<file path="src/rtl/bus_router_pkg.sv">
// Shared types and helpers for the parametrised bus router.
// Holds the FSM state encoding, select-width helper and error read data.
package bus_router_pkg;

  typedef enum logic [1:0] {
    IDLE      = 2'd0,
    ACK_WAIT  = 2'd1,
    RESP_WAIT = 2'd2,
    DONE      = 2'd3
  } state_t;

  localparam logic [31:0] ERR_DATA_DEF = 32'hDEAD_BEEF;

  // A single-slave build still needs one select bit so the address split is well formed.
  function automatic int sel_width(input int n);
    return (n <= 2) ? 1 : $clog2(n);
  endfunction

endpackage

</file>
<file path="src/rtl/bus_timeout_cnt.sv">
// Per-phase watchdog: cleared by load, counts while enabled, flags the final allowed cycle.
// A TIMEOUT_CYC of 0 removes the counter and never expires.
module bus_timeout_cnt #(
  parameter int TIMEOUT_CYC = 256
) (
  input  logic clk_i,
  input  logic rst_n_i,
  input  logic load,
  input  logic enable,
  output logic expire
);

  if (TIMEOUT_CYC == 0) begin : g_off
    logic unused;
    assign unused = ^{clk_i, rst_n_i, load, enable};
    assign expire = 1'b0;
  end else begin : g_on
    localparam int CNT_W = (TIMEOUT_CYC <= 2) ? 1 : $clog2(TIMEOUT_CYC);
    localparam logic [CNT_W-1:0] LAST = CNT_W'(TIMEOUT_CYC - 1);

    logic [CNT_W-1:0] cnt;

    always_ff @(posedge clk_i or negedge rst_n_i) begin
      if (!rst_n_i) begin
        cnt <= '0;
      end else if (load) begin
        cnt <= '0;
      end else if (enable && (cnt != LAST)) begin
        cnt <= cnt + CNT_W'(1);
      end
    end

    assign expire = enable && (cnt == LAST);
  end

endmodule

</file>
<file path="src/rtl/bus_router_n.sv">
// Single-master to NUM_SLAVES request router with decode-error and per-phase timeout responses.
// Handshake: m_req is held until m_ack (and m_resp for reads) have pulsed, then dropped; s_req holds until the slave acks/responds.
module bus_router_n
  import bus_router_pkg::*;
#(
  parameter int          NUM_SLAVES  = 4,
  parameter int          ADDR_W      = 32,
  parameter int          DATA_W      = 32,
  parameter int          TIMEOUT_CYC = 256,
  parameter logic [31:0] ERR_DATA    = ERR_DATA_DEF,
  localparam int         SEL_W       = sel_width(NUM_SLAVES)
) (
  input  logic                         clk_i,
  input  logic                         rst_n_i,
  input  logic                         m_req,
  input  logic                         m_cmd,
  input  logic [ADDR_W-1:0]            m_addr,
  input  logic [DATA_W-1:0]            m_wdata,
  output logic                         m_ack,
  output logic                         m_resp,
  output logic                         m_err,
  output logic [DATA_W-1:0]            m_rdata,
  output logic [NUM_SLAVES-1:0]        s_req,
  output logic                         s_cmd,
  output logic [ADDR_W-SEL_W-1:0]      s_addr,
  output logic [DATA_W-1:0]            s_wdata,
  input  logic [NUM_SLAVES-1:0]        s_ack,
  input  logic [NUM_SLAVES-1:0]        s_resp,
  input  logic [NUM_SLAVES*DATA_W-1:0] s_rdata,
  output state_t                       dbg_state
);

  localparam logic [SEL_W:0]    NS_V     = (SEL_W + 1)'(NUM_SLAVES);
  localparam logic [DATA_W-1:0] ERR_WORD = DATA_W'(ERR_DATA);

  state_t                  state, state_n;
  logic [SEL_W-1:0]        idx_q;
  logic [SEL_W-1:0]        idx_in;
  logic                    mapped;
  logic [NUM_SLAVES-1:0]   req_hot;
  logic                    ack_sel, resp_sel;
  logic [DATA_W-1:0]       rdata_sel;
  logic                    capture;
  logic [NUM_SLAVES-1:0]   s_req_n;
  logic                    m_ack_n, m_resp_n, m_err_n;
  logic [DATA_W-1:0]       m_rdata_n;
  logic                    cnt_load, cnt_en, expire;

  assign idx_in    = m_addr[ADDR_W-1 -: SEL_W];
  assign mapped    = ({1'b0, idx_in} < NS_V);
  assign dbg_state = state;

  // Decode of the incoming index and mux of the latched slave's channel.
  always_comb begin
    req_hot   = '0;
    ack_sel   = 1'b0;
    resp_sel  = 1'b0;
    rdata_sel = '0;
    for (int i = 0; i < NUM_SLAVES; i++) begin
      if (idx_in == SEL_W'(i)) req_hot[i] = 1'b1;
      if (idx_q == SEL_W'(i)) begin
        ack_sel   = s_ack[i];
        resp_sel  = s_resp[i];
        rdata_sel = s_rdata[i*DATA_W +: DATA_W];
      end
    end
  end

  always_comb begin
    state_n   = state;
    capture   = 1'b0;
    s_req_n   = s_req;
    m_ack_n   = 1'b0;
    m_resp_n  = 1'b0;
    m_err_n   = 1'b0;
    m_rdata_n = m_rdata;
    cnt_load  = 1'b0;
    cnt_en    = 1'b0;
    unique case (state)
      IDLE: begin
        if (m_req) begin
          capture = 1'b1;
          if (mapped) begin
            s_req_n  = req_hot;
            cnt_load = 1'b1;
            state_n  = ACK_WAIT;
          end else begin
            m_ack_n = 1'b1;
            m_err_n = 1'b1;
            if (!m_cmd) begin
              m_resp_n  = 1'b1;
              m_rdata_n = ERR_WORD;
            end
            state_n = DONE;
          end
        end
      end
      ACK_WAIT: begin
        cnt_en = 1'b1;
        if (ack_sel) begin
          m_ack_n = 1'b1;
          if (s_cmd) begin
            s_req_n = '0;
            state_n = DONE;
          end else if (resp_sel) begin
            m_resp_n  = 1'b1;
            m_rdata_n = rdata_sel;
            s_req_n   = '0;
            state_n   = DONE;
          end else begin
            cnt_load = 1'b1;
            state_n  = RESP_WAIT;
          end
        end else if (expire) begin
          s_req_n = '0;
          m_ack_n = 1'b1;
          m_err_n = 1'b1;
          if (!s_cmd) begin
            m_resp_n  = 1'b1;
            m_rdata_n = ERR_WORD;
          end
          state_n = DONE;
        end
      end
      RESP_WAIT: begin
        cnt_en = 1'b1;
        if (resp_sel) begin
          m_resp_n  = 1'b1;
          m_rdata_n = rdata_sel;
          s_req_n   = '0;
          state_n   = DONE;
        end else if (expire) begin
          m_resp_n  = 1'b1;
          m_err_n   = 1'b1;
          m_rdata_n = ERR_WORD;
          s_req_n   = '0;
          state_n   = DONE;
        end
      end
      DONE: begin
        if (!m_req) state_n = IDLE;
      end
      default: state_n = IDLE;
    endcase
  end

  always_ff @(posedge clk_i or negedge rst_n_i) begin
    if (!rst_n_i) begin
      state   <= IDLE;
      idx_q   <= '0;
      s_cmd   <= 1'b0;
      s_addr  <= '0;
      s_wdata <= '0;
      s_req   <= '0;
      m_ack   <= 1'b0;
      m_resp  <= 1'b0;
      m_err   <= 1'b0;
      m_rdata <= '0;
    end else begin
      state   <= state_n;
      s_req   <= s_req_n;
      m_ack   <= m_ack_n;
      m_resp  <= m_resp_n;
      m_err   <= m_err_n;
      m_rdata <= m_rdata_n;
      if (capture) begin
        idx_q   <= idx_in;
        s_cmd   <= m_cmd;
        s_addr  <= m_addr[ADDR_W-SEL_W-1:0];
        s_wdata <= m_wdata;
      end
    end
  end

  bus_timeout_cnt #(
    .TIMEOUT_CYC(TIMEOUT_CYC)
  ) u_timeout (
    .clk_i  (clk_i),
    .rst_n_i(rst_n_i),
    .load   (cnt_load),
    .enable (cnt_en),
    .expire (expire)
  );

endmodule

</file>
<file path="config.mk">
export PLATFORM = sky130hd
export DESIGN_NAME = bus_router_n
export DESIGN_NICKNAME = d
export VERILOG_FILES = /design/src/rtl/bus_router_pkg.sv /design/src/rtl/bus_timeout_cnt.sv /design/src/rtl/bus_router_n.sv
export SDC_FILE = /design/constraint.sdc
export NUM_CORES = 1
export LEC_CHECK = 0
export CAP_MARGIN = 20
export CELL_PAD_IN_SITES_DETAIL_PLACEMENT = 1
export CELL_PAD_IN_SITES_GLOBAL_PLACEMENT = 1
export CORE_ASPECT_RATIO = 2
export CORE_MARGIN = 2
export CORE_UTILIZATION = 30
export CTS_BUF_LIST = sky130_fd_sc_hd__clkbuf_8
export DETAILED_ROUTE_END_ITERATION = 8
export GPL_TIMING_DRIVEN = 0
export PLACE_DENSITY_LB_ADDON = 0.1
export SLEW_MARGIN = 20
export SYNTH_ARGS = -nofsm -noshare
export SYNTH_HDL_FRONTEND = slang
export SYNTH_HIERARCHICAL = 1
export SYNTH_SLANG_ARGS = --single-unit
export TNS_END_PERCENT = 1
</file>
<file path="constraint.sdc">
create_clock -name clk_i -period 2.8 [get_ports clk_i]
set_input_delay 0.56 -clock clk_i [delete_from_list [all_inputs] [get_ports clk_i]]
set_output_delay 0.56 -clock clk_i [all_outputs]
set_load 0.01 [all_outputs]
</file>
==> impl_metrics.yaml <==
drt:
  drc: 0
  dr_total_vias: 4896
  ant_nets: 0
  drt_iter0_drc: 80
  avgRoutedWirePerCell_um: 20.2
  wl_um: 19900
  vias_per_cell: 4.97
  dr.pass1.iters: 4
yosys:
  synth_ff_type: "dfrtp_1"
  synth-edff-count: 0
  synthDistinctLibCells: 43
  synth.avg_cell_area_um2: 13.2
  synth_top_area_share_pct: 50.5
  synth-seq-area-share_pct: 50.5
  async_reset_ff_share_pct: 100
  synth_fp_nets: 636
  syn-instance-count: 427
  synthesis.area_um2: 5650
  synth.area.top_cells: "dfrtp_1 50%, mux4_2 14%, mux2_2 13%"
  synth_warnings: 6
  ys_seq_elements: 114
  netlist.top_cell.by_area: "dfrtp_1"
clock_tree:
  cts_hold_buf: 0
  cts_htree_levels: 4
  insertion_delay_ps: 440
  tritoncts: "built"
  post-cts-setup-buffer-count: 0
  root_buffer: "clkbuf_8"
  cts_buffer_depth: 2
  cts_sinks: 114
  clk_pin_slew_ps: 70
  cts-resized-gates: 1
  numCtsBuffers: 17
sta:
  tightest_slew_ps: 744
  finalCriticalPeriod_ps: 2590
  finalHoldViolations: 0
  slew_viol_final: 0
  rsz0062_at_grt: "no"
  finalClockSkew_ps: 11.6
  finalSetupViolCount: 0
  relSlewSlack_pct: 50.4
  clock.fmax_mhz: 386
  fin_crit_sh_pct: 92.6
finish:
  final_common_cell: "clkdlybuf4s50_1"
  final_cell_mix: "306 x clkdlybuf4s50_1, 114 x dfrtp_1, 65 x mux2_2"
  fin_nets: 962
  drive_gt1_share_pct: 21.4
  syn_to_final_growth_pct: 66.8
  diodes: 0
  nFillCells: 1986
  utilization_pct: 50.5
  final_cell_count_no_fill: 985
global_route:
  grt_max_degree: 71
  track_usage_pct: 19.7
  antenna_found_initial: 0
  grt_pass1_vias: 5653
  grt_pass1_wl_um: 30000
  overflow: 0
floorplan:
  rows: 71
  die_w_um: 101
  fp.dieH_um: 198
  die_area_um2: 20000
  pin_count: 308
  core_um2: 18700
  initial_core_util_pct: 30.3
worst_setup_path:
  slowest_stage: "dfrtp_1"
  crit_top_cell: "buf_6"
  r2r_end: "m_rdata[19]$_DFFE_PN0P_"
  worst_ep_arrival_time_ps: 2910
  path_delay_family: "buffers and inverters"
  r2r_cells: 10
  reg2reg_slack_ps: 210
  critPathCaptureType: "register"
  timing.critical_path.buf_inv: 4
  cp_cell_sequence: "inv_1 -> ha_1 -> buf_6 -> and3_2 -> or2_1 -> a32o_1 -> buf_6 -> buf_2 -> nor2_1 -> a21oi_1"
  cp_data_required_time_ps: 3110
  path_class: "reg2reg"
  critPathMaxStageDelay_ps: 500
  worstReg2RegStart: "dbg_state[0]$_DFFE_PN0P_"
  crit_fanout: 10
  critPathLaunchType: "register"
placement:
  gp_congestion: 0.791
  dp_hpwl_um: 16000
  dp_cells: 954
  io_buffers: 307
outcome:
  status: "finished clean"
run:
  drv_cap: 0
power_and_ir_drop:
  p_leak_uw: 0.00382
  pwr_density_cell_nw_per_um2: 1020
  worst_ir_drop_vdd_v: 0.000554
worst_hold_path:
  hold_class: "in2async"
-- cell families after synthesis --
family	Yosys count	synth area share, %
AND/OR/NAND/NOR	108	9.03
flip-flops	114	50.5
adder cells (fa/ha/maj)	5	1.11
AO/OA/AOI/OAI	50	5.67
buffers and inverters	35	3.41
multiplexers	115	30.3
-- power by group --
group          leakage, uW  switching, uW  internal (uW)  total (uW)
registers          0.00134            438           2380        2820
clock network     0.000191            721            833        1550
logic              0.00229           2280           2980        5260
-- metrics by stage --
| step | worst slack (ps) | total power [uW] | hold slack [ps] | TNS (ps) | cell area (um2) |
|---|---|---|---|---|---|
| CTS | 60.5 | 9820 | 44.8 | 0 | 9430 |
| global placement | -3380 | 8010 | 483 | -386080 | 9000 |
| floorplan | 471 | 5660 | 264 | 0 | 5650 |
| finish | 207 | 9640 | 49.2 | 0 | 9430 |
| global route | 36.2 | 10300 | 49.8 | 0 | 9430 |
| detailed placement | -233 | 8200 | 496 | -3320 | 9030 |
-- synth_stat cells, drive strengths merged (5+ instances only) --
cell type  count
ha             5
a21oi         30
nand2         11
mux2i          5
mux4          34
buf           17
clkbuf        11
dfrtp        114
nor2          58
mux2          76
inv            7
nor2b         11
-- worst max path at each step --
stage                                   startpoint                                 to  slack, ps  depth (start not counted)
after global routing      dbg_state[0]$_DFFE_PN0P_            m_rdata[11]$_DFFE_PN0P_         40                         10
after CTS                 dbg_state[0]$_DFFE_PN0P_  u_timeout/g_on.cnt[1]$_DFFE_PN0P_         60                          9
after floorplan           dbg_state[0]$_DFFE_PN0P_            m_rdata[14]$_DFFE_PN0P_        470                          8
after global placement                     rst_n_i             s_addr[10]$_DFFE_PN0P_      -3380                          1
after detailed placement                     m_req  u_timeout/g_on.cnt[1]$_DFFE_PN0P_       -230                          8
final                     dbg_state[0]$_DFFE_PN0P_            m_rdata[19]$_DFFE_PN0P_        210                         10
-- flip-flops by register name, indices dropped and copies added (netlist names) --
signal / count
m_rdata: 32
u_timeout/g_on.cnt: 8
m_resp: 1
m_ack: 1
m_err: 1
s_addr: 30
s_wdata: 32
s_cmd: 1
dbg_state: 2
idx_q: 2
s_req: 4
-- final cells by class --
cell class              count  area, um2  area share (%)
inverters                   7       26.3           0.279
clock inverters            13        138            1.46
repair buffers            308       3100            32.9
flip-flops and latches    114       2850            30.3
multi-input cells         278       2610            27.7
plain buffers              27        164            1.74
clock buffers              19        262            2.77
well taps                 219        274            2.91
-- layer usage --
metal / global-route usage (%) / part of all wire, % / up-vias
met2: 38.2 / 57 / 217
li1: - / - / 2199
met1: 18.2 / 32 / 2455
met3: 6.85 / 8.6 / 25
met4: 7.46 / 2.2 / 0
met5: 0 / 0 / -
Note: power is estimated with default switching activity, not from simulation.
